===== config.mk =====
export PLATFORM = sky130hd
export DESIGN_NAME = demux_drv
export DESIGN_NICKNAME = d
export VERILOG_FILES = /design/src/rtl/demux_drv_pkg.sv /design/src/rtl/demux_drv_fifo.sv /design/src/rtl/demux_drv.sv
export SDC_FILE = /design/constraint.sdc
export NUM_CORES = 1
export LEC_CHECK = 0
export ABC_CLOCK_PERIOD_IN_PS = 2400
export CAP_MARGIN = 0
export CORE_MARGIN = 2
export CORE_UTILIZATION = 45
export CTS_CLUSTER_DIAMETER = 150
export DETAILED_ROUTE_END_ITERATION = 12
export GPL_TIMING_DRIVEN = 0
export PLACE_DENSITY = 0.69
export SLEW_MARGIN = 25
export SYNTH_ARGS = -nofsm -noshare
export SYNTH_HDL_FRONTEND = slang
export SYNTH_SLANG_ARGS = --single-unit

===== constraint.sdc =====
create_clock -name clk -period 2.4 [get_ports clk]
set_input_delay 0.36 -clock clk [delete_from_list [all_inputs] [get_ports clk]]
set_output_delay 0.36 -clock clk [all_outputs]
set_load 0.02 [all_outputs]

===== src/rtl/demux_drv_pkg.sv =====
// Shared constants and types for the demux driver.
// Ack return path is built only with DEMUX_DRV_ACK_EN.
package demux_drv_pkg;

    localparam int SEL_W_DEF = 10;
    localparam int DEPTH_DEF = 4;
    localparam int ACK_LAT   = 2;

    typedef enum logic {
        IDLE  = 1'b0,
        ISSUE = 1'b1
    } state_t;

endpackage


===== src/rtl/demux_drv_fifo.sv =====
// Request FIFO for the demux driver.
// Full/empty come from the registered level.
module demux_drv_fifo #(
    parameter  int W     = 11,
    parameter  int DEPTH = 4,
    localparam int AW    = $clog2(DEPTH),
    localparam int LW    = AW + 1
) (
    input  logic          clk,
    input  logic          rst,
    input  logic          push,
    input  logic          pop,
    input  logic          flush,
    input  logic [W-1:0]  wdata,
    output logic [W-1:0]  rdata,
    output logic [LW-1:0] level,
    output logic          full,
    output logic          empty
);

    logic [W-1:0]  mem [DEPTH];
    logic [AW-1:0] wptr;
    logic [AW-1:0] rptr;
    logic          do_push;
    logic          do_pop;

    assign full    = (level == LW'(DEPTH));
    assign empty   = (level == '0);
    assign do_push = push && !full && !flush;
    assign do_pop  = pop && !empty && !flush;
    assign rdata   = mem[rptr];

    always_ff @(posedge clk) begin
        if (rst) begin
            wptr  <= '0;
            rptr  <= '0;
            level <= '0;
        end else if (flush) begin
            wptr  <= '0;
            rptr  <= '0;
            level <= '0;
        end else begin
            if (do_push) wptr <= wptr + 1'b1;
            if (do_pop)  rptr <= rptr + 1'b1;
            if (do_push && !do_pop)
                level <= level + 1'b1;
            else if (do_pop && !do_push)
                level <= level - 1'b1;
        end
    end

    always_ff @(posedge clk) begin
        if (!rst && do_push)
            mem[wptr] <= wdata;
    end

endmodule


===== src/rtl/demux_drv.sv =====
// Queues steering requests and drives a demux tree select/data.
// Define DEMUX_DRV_ACK_EN to build the ack return path.
module demux_drv
    import demux_drv_pkg::*;
#(
    parameter  int SEL_W = SEL_W_DEF,
    parameter  int DEPTH = DEPTH_DEF,
    localparam int LW    = $clog2(DEPTH) + 1
) (
    input  logic             clk,
    input  logic             rst,
    input  logic             req_valid,
    output logic             req_ready,
    input  logic [SEL_W-1:0] req_sel,
    input  logic             req_data,
    input  logic             hold,
    input  logic             flush,
    output logic [SEL_W-1:0] dmx_sel,
    output logic             dmx_in,
    output logic             ack_valid,
    output logic [SEL_W-1:0] ack_sel,
    output logic [LW-1:0]    level
);

    state_t         state_q;
    state_t         state_d;
    logic           rdy_en;
    logic           full;
    logic           empty;
    logic           push;
    logic           pop;
    logic           bit_q;
    logic [SEL_W:0] head;

    assign req_ready = rdy_en && !full;
    assign push      = req_valid && req_ready;

    always_comb begin
        state_d = IDLE;
        if (!empty && !hold && !flush)
            state_d = ISSUE;
    end

    assign pop = (state_d == ISSUE);

    demux_drv_fifo #(
        .W     (SEL_W + 1),
        .DEPTH (DEPTH)
    ) u_fifo (
        .clk   (clk),
        .rst   (rst),
        .push  (push),
        .pop   (pop),
        .flush (flush),
        .wdata ({req_sel, req_data}),
        .rdata (head),
        .level (level),
        .full  (full),
        .empty (empty)
    );

    always_ff @(posedge clk) begin
        if (rst) begin
            state_q <= IDLE;
            rdy_en  <= 1'b0;
            dmx_sel <= '0;
            bit_q   <= 1'b0;
        end else begin
            state_q <= state_d;
            rdy_en  <= 1'b1;
            if (pop) begin
                dmx_sel <= head[SEL_W:1];
                bit_q   <= head[0];
            end
        end
    end

    // Idle cycles present 0 so every leaf captures 0.
    assign dmx_in = (state_q == ISSUE) && bit_q;

`ifdef DEMUX_DRV_ACK_EN
    logic [ACK_LAT-1:0] av_q;
    logic [SEL_W-1:0]   as_q [ACK_LAT];

    always_ff @(posedge clk) begin
        if (rst) begin
            av_q <= '0;
            for (int i = 0; i < ACK_LAT; i++)
                as_q[i] <= '0;
        end else begin
            av_q[0] <= (state_q == ISSUE);
            as_q[0] <= (state_q == ISSUE) ? dmx_sel : '0;
            for (int i = 1; i < ACK_LAT; i++) begin
                av_q[i] <= av_q[i-1];
                as_q[i] <= as_q[i-1];
            end
        end
    end

    assign ack_valid = av_q[ACK_LAT-1];
    assign ack_sel   = as_q[ACK_LAT-1];
`else
    assign ack_valid = 1'b0;
    assign ack_sel   = '0;
`endif

endmodule


==> key figures <==
Critical path
  • CP bufs+invs: 1
  • Crit path from: u_fifo.level[0]
  • Worst-path cell chain: or3b_2 > and2_1 > clkdlybuf4s50_1
  • Setup crit start kind: flip-flop
  • Critical path type: flip-flop to output pin
  • CP arrival: 1.96 ns
  • Worst Path Max Fanout: 6
  • Top delay family on crit path: simple AND/OR/NAND/NOR gates
  • Worst EP required: 2.04 ns
  • CP max stage delay: 0.54 ns
  • Setup crit end kind: output pin
  • CP max-delay cell: or3b_2
  • Worst r2r src: u_fifo.level[0]

Timing
  • Fin crit share: 96.83%
  • Fin worst setup slack: 0.07600 ns
  • Min Tclk post-route: 2.324 ns
  • Setup TNS: 0 ns
  • RSZ-0062 raised after global routing: false
  • Max Transition Viols Final: 0
  • Final Setup Violations: 0
  • Clk_skew: 0.006658 ns
  • Worst hold slack: 0.4784 ns
  • Final Hold Fails: 0
  • Worst-Margin Slew: 0.6009 ns
  • Slew margin rel.: 59.76%
  • Fmax: 0.4303 GHz

Logic synthesis
  • Area share of the largest cell type after synthesis: 51.11%
  • Yosys warns: 0
  • Synth top area cells: edfxtp_1 (51%), dfxtp_1 (15%), mux4_1 (7.1%)
  • Async SR Flop Fraction: 0%
  • Post-Synthesis Cells: 155
  • Synthesized area: 0.002585 sq mm
  • EDFF count, synth: 44
  • #FFs+latches synth: 64
  • Yosys cell types: 32
  • Seq/Total Area, Yosys: 66.60%
  • Synth Flop Type: edfxtp_1
  • Mean Syn Cell Area: 16.68 sq um
  • Leading area contributor after synthesis: edfxtp_1

Pwr
  • Total power: 0.002321 W
  • Clk pwr share: 42.5%
  • P_int: 0.001843 W
  • Leakage power: 1.184 nW
  • Flop pwr share: 51.4%
  • NetSw: 0.0004782 W
  • Power Density: 703.7 mW/mm^2
  • Max rail drop VDD: 0.4355 mV
  • Gate power share: 6.1%
  • Net Sw Frac: 20.60%

Floorplanning
  • Die Wd: 79.79 um
  • FP Rows: 27
  • Initial Utilization: 46.66%
  • Full die area: 0.006366 sq mm
  • Die height: 79.79 um
  • I/O Pins: 42
  • Core area: 0.005540 sq mm

Route
  • First-pass DRT Iterations: 4
  • Vias: 1477
  • Via/cell ratio: 5.146
  • DRT iter0 DRCs: 67
  • DRC: 0
  • Final ANT Viol Nets: 0
  • Final wirelength: 4713 um
  • WL per Instance: 16.42 um

Final layout
  • FF+latch area: 0.001727 sq mm
  • Commonest non-fill, non-tap cell in the layout: edfxtp_1
  • Multi-input logic area: 775.7 sq um
  • # diodes: 0
  • Area Overhead vs Synth: 27.59%
  • Final instance area: 0.003298 sq mm
  • Fill count: 440
  • Layout cells sized above 1: 25.58%
  • Final net count: 232
  • Commonest cells after routing, fill and taps aside: edfxtp_1 (44), clkdlybuf4s50_1 (30), dfxtp_1 (18)

GRT
  • Total Routing Usage GR: 16.08%
  • Vias in the first global route: 1466
  • Grt ovf: 0
  • Largest net degree at the start of global routing: 12
  • Global-route wire length before repair: 7307 um
  • Initial antenna violation count: 0

Clock network
  • Clock sink count: 64
  • Clk_lat worst skew: 0.33 ns
  • Hold-fix buffers, CTS: 0
  • CTS buffer count: 9
  • Clk slew on worst S/H paths: 0.07 ns
  • TritonCTS clock tree: done
  • CTS H-tree depth: 3
  • Max clock buf depth: 2
  • Clock Tree Root: clkbuf_8

Place
  • PortBufs: 30
  • Final GP Congestion: 0.7045
  • Dpl ws: -0.4120 ns
  • Post-DP Area: 0.003067 sq mm
  • Hpwl dp: 3343 um

Hold path
  • Hold wc startpoint: dmx_sel[8]
  • Worst min path class: flip-flop to flip-flop

Run
  • Max Cap Violations: 0

Outcome
  • Status: complete, no violations
-- sequential cells by signal, indices dropped and copies added (netlist names) --
register / count
u_fifo.mem: 44
u_fifo.wptr: 2
u_fifo.level: 3
bit_q: 1
u_fifo.rptr: 2
rdy_en: 1
state_q: 1
dmx_sel: 10
-- power groups by stage --
stage                     Combinational, W  Clock, W  Sequential, W
final                             0.000141  0.000985        0.00119
after global routing              0.000152   0.00105        0.00119
after CTS                         0.000141   0.00100        0.00119
after detailed placement          0.000140         0        0.00122
after global placement            0.000132         0        0.00122
after floorplan                  0.0000748         0        0.00122
-- through the flow --
| step | utilization, % | instances |
|---|---|---|
| 6_report | 59.53 | 287 |
| 5_1_grt | 59.53 | 287 |
| 4_1_cts | 59.33 | 287 |
| 3_5_place_dp | 55.35 | 271 |
| 3_3_place_gp | 54.38 | 267 |
| 2_1_floorplan | - | 165 |
-- synthesized netlist by cell type (2+ instances only) --
master    instances
edfxtp_1         44
dfxtp_1          20
buf_4            12
a22o_1           11
mux4_1            7
inv_1             6
ha_1              5
nor2_1            5
nor3b_1           5
a21oi_1           4
mux4_2            4
buf_6             3
nand3_1           3
o21ai_0           3
and2_1            2
clkbuf_1          2
nand2_1           2
nand3b_1          2
xor2_1            2
-- cell type report --
type | count | share of cell area, %
inverters | 6 | 0.6829
repair buffers | 34 | 10.13
well taps | 72 | 2.731
flip-flops and latches | 64 | 52.35
clock buffers | 11 | 3.983
multi-input cells | 77 | 23.52
plain buffers | 18 | 4.135
clock inverters | 5 | 2.466
-- cells by family (layout without fill, tap and decap cells) --
| family | after synthesis | count (layout) | synth area share, % |
|---|---|---|---|
| buffers and inverters | 24 | 74 | 6.147 |
| and+or+nand+nor | 25 | 25 | 6.002 |
| muxes | 13 | 13 | 11.42 |
| DFF | 64 | 64 | 66.60 |
| other | 1 | 11 | 0.1451 |
| AOI/OAI and AO/OA | 20 | 20 | 5.808 |
| adders and majority gates | 6 | 6 | 3.195 |
| xor gates and xnor gates | 2 | 2 | 0.6778 |
-- path summary, 6_finish.rpt --
check	end	slack [ns]	cells past startpoint
setup / recovery	req_ready	0.08	3
hold / removal	dmx_sel[8]	0.48	1
setup reg to reg	u_fifo.level[2]	0.08	9
hold reg to reg	dmx_sel[8]	0.48	1
-- layer usage --
metal	global-route usage [%]	vias to the layer above	part of all wire (%)
li1	-	680	-
met1	18.98	750	42
met2	27.14	41	51
met3	5.543	6	5.3
met4	6.102	0	1.1
met5	0	-	0
-- what timing repair did --
| action | CTS | global route |
|---|---|---|
| setup endpoints to repair | 1 | 1 |
| pin swaps | 0 | 0 |
| cloned | 0 | 0 |
| setup buffers | 0 | 0 |
| gates resized for setup | 4 | 4 |
Note: power is estimated with default switching activity, not from simulation.
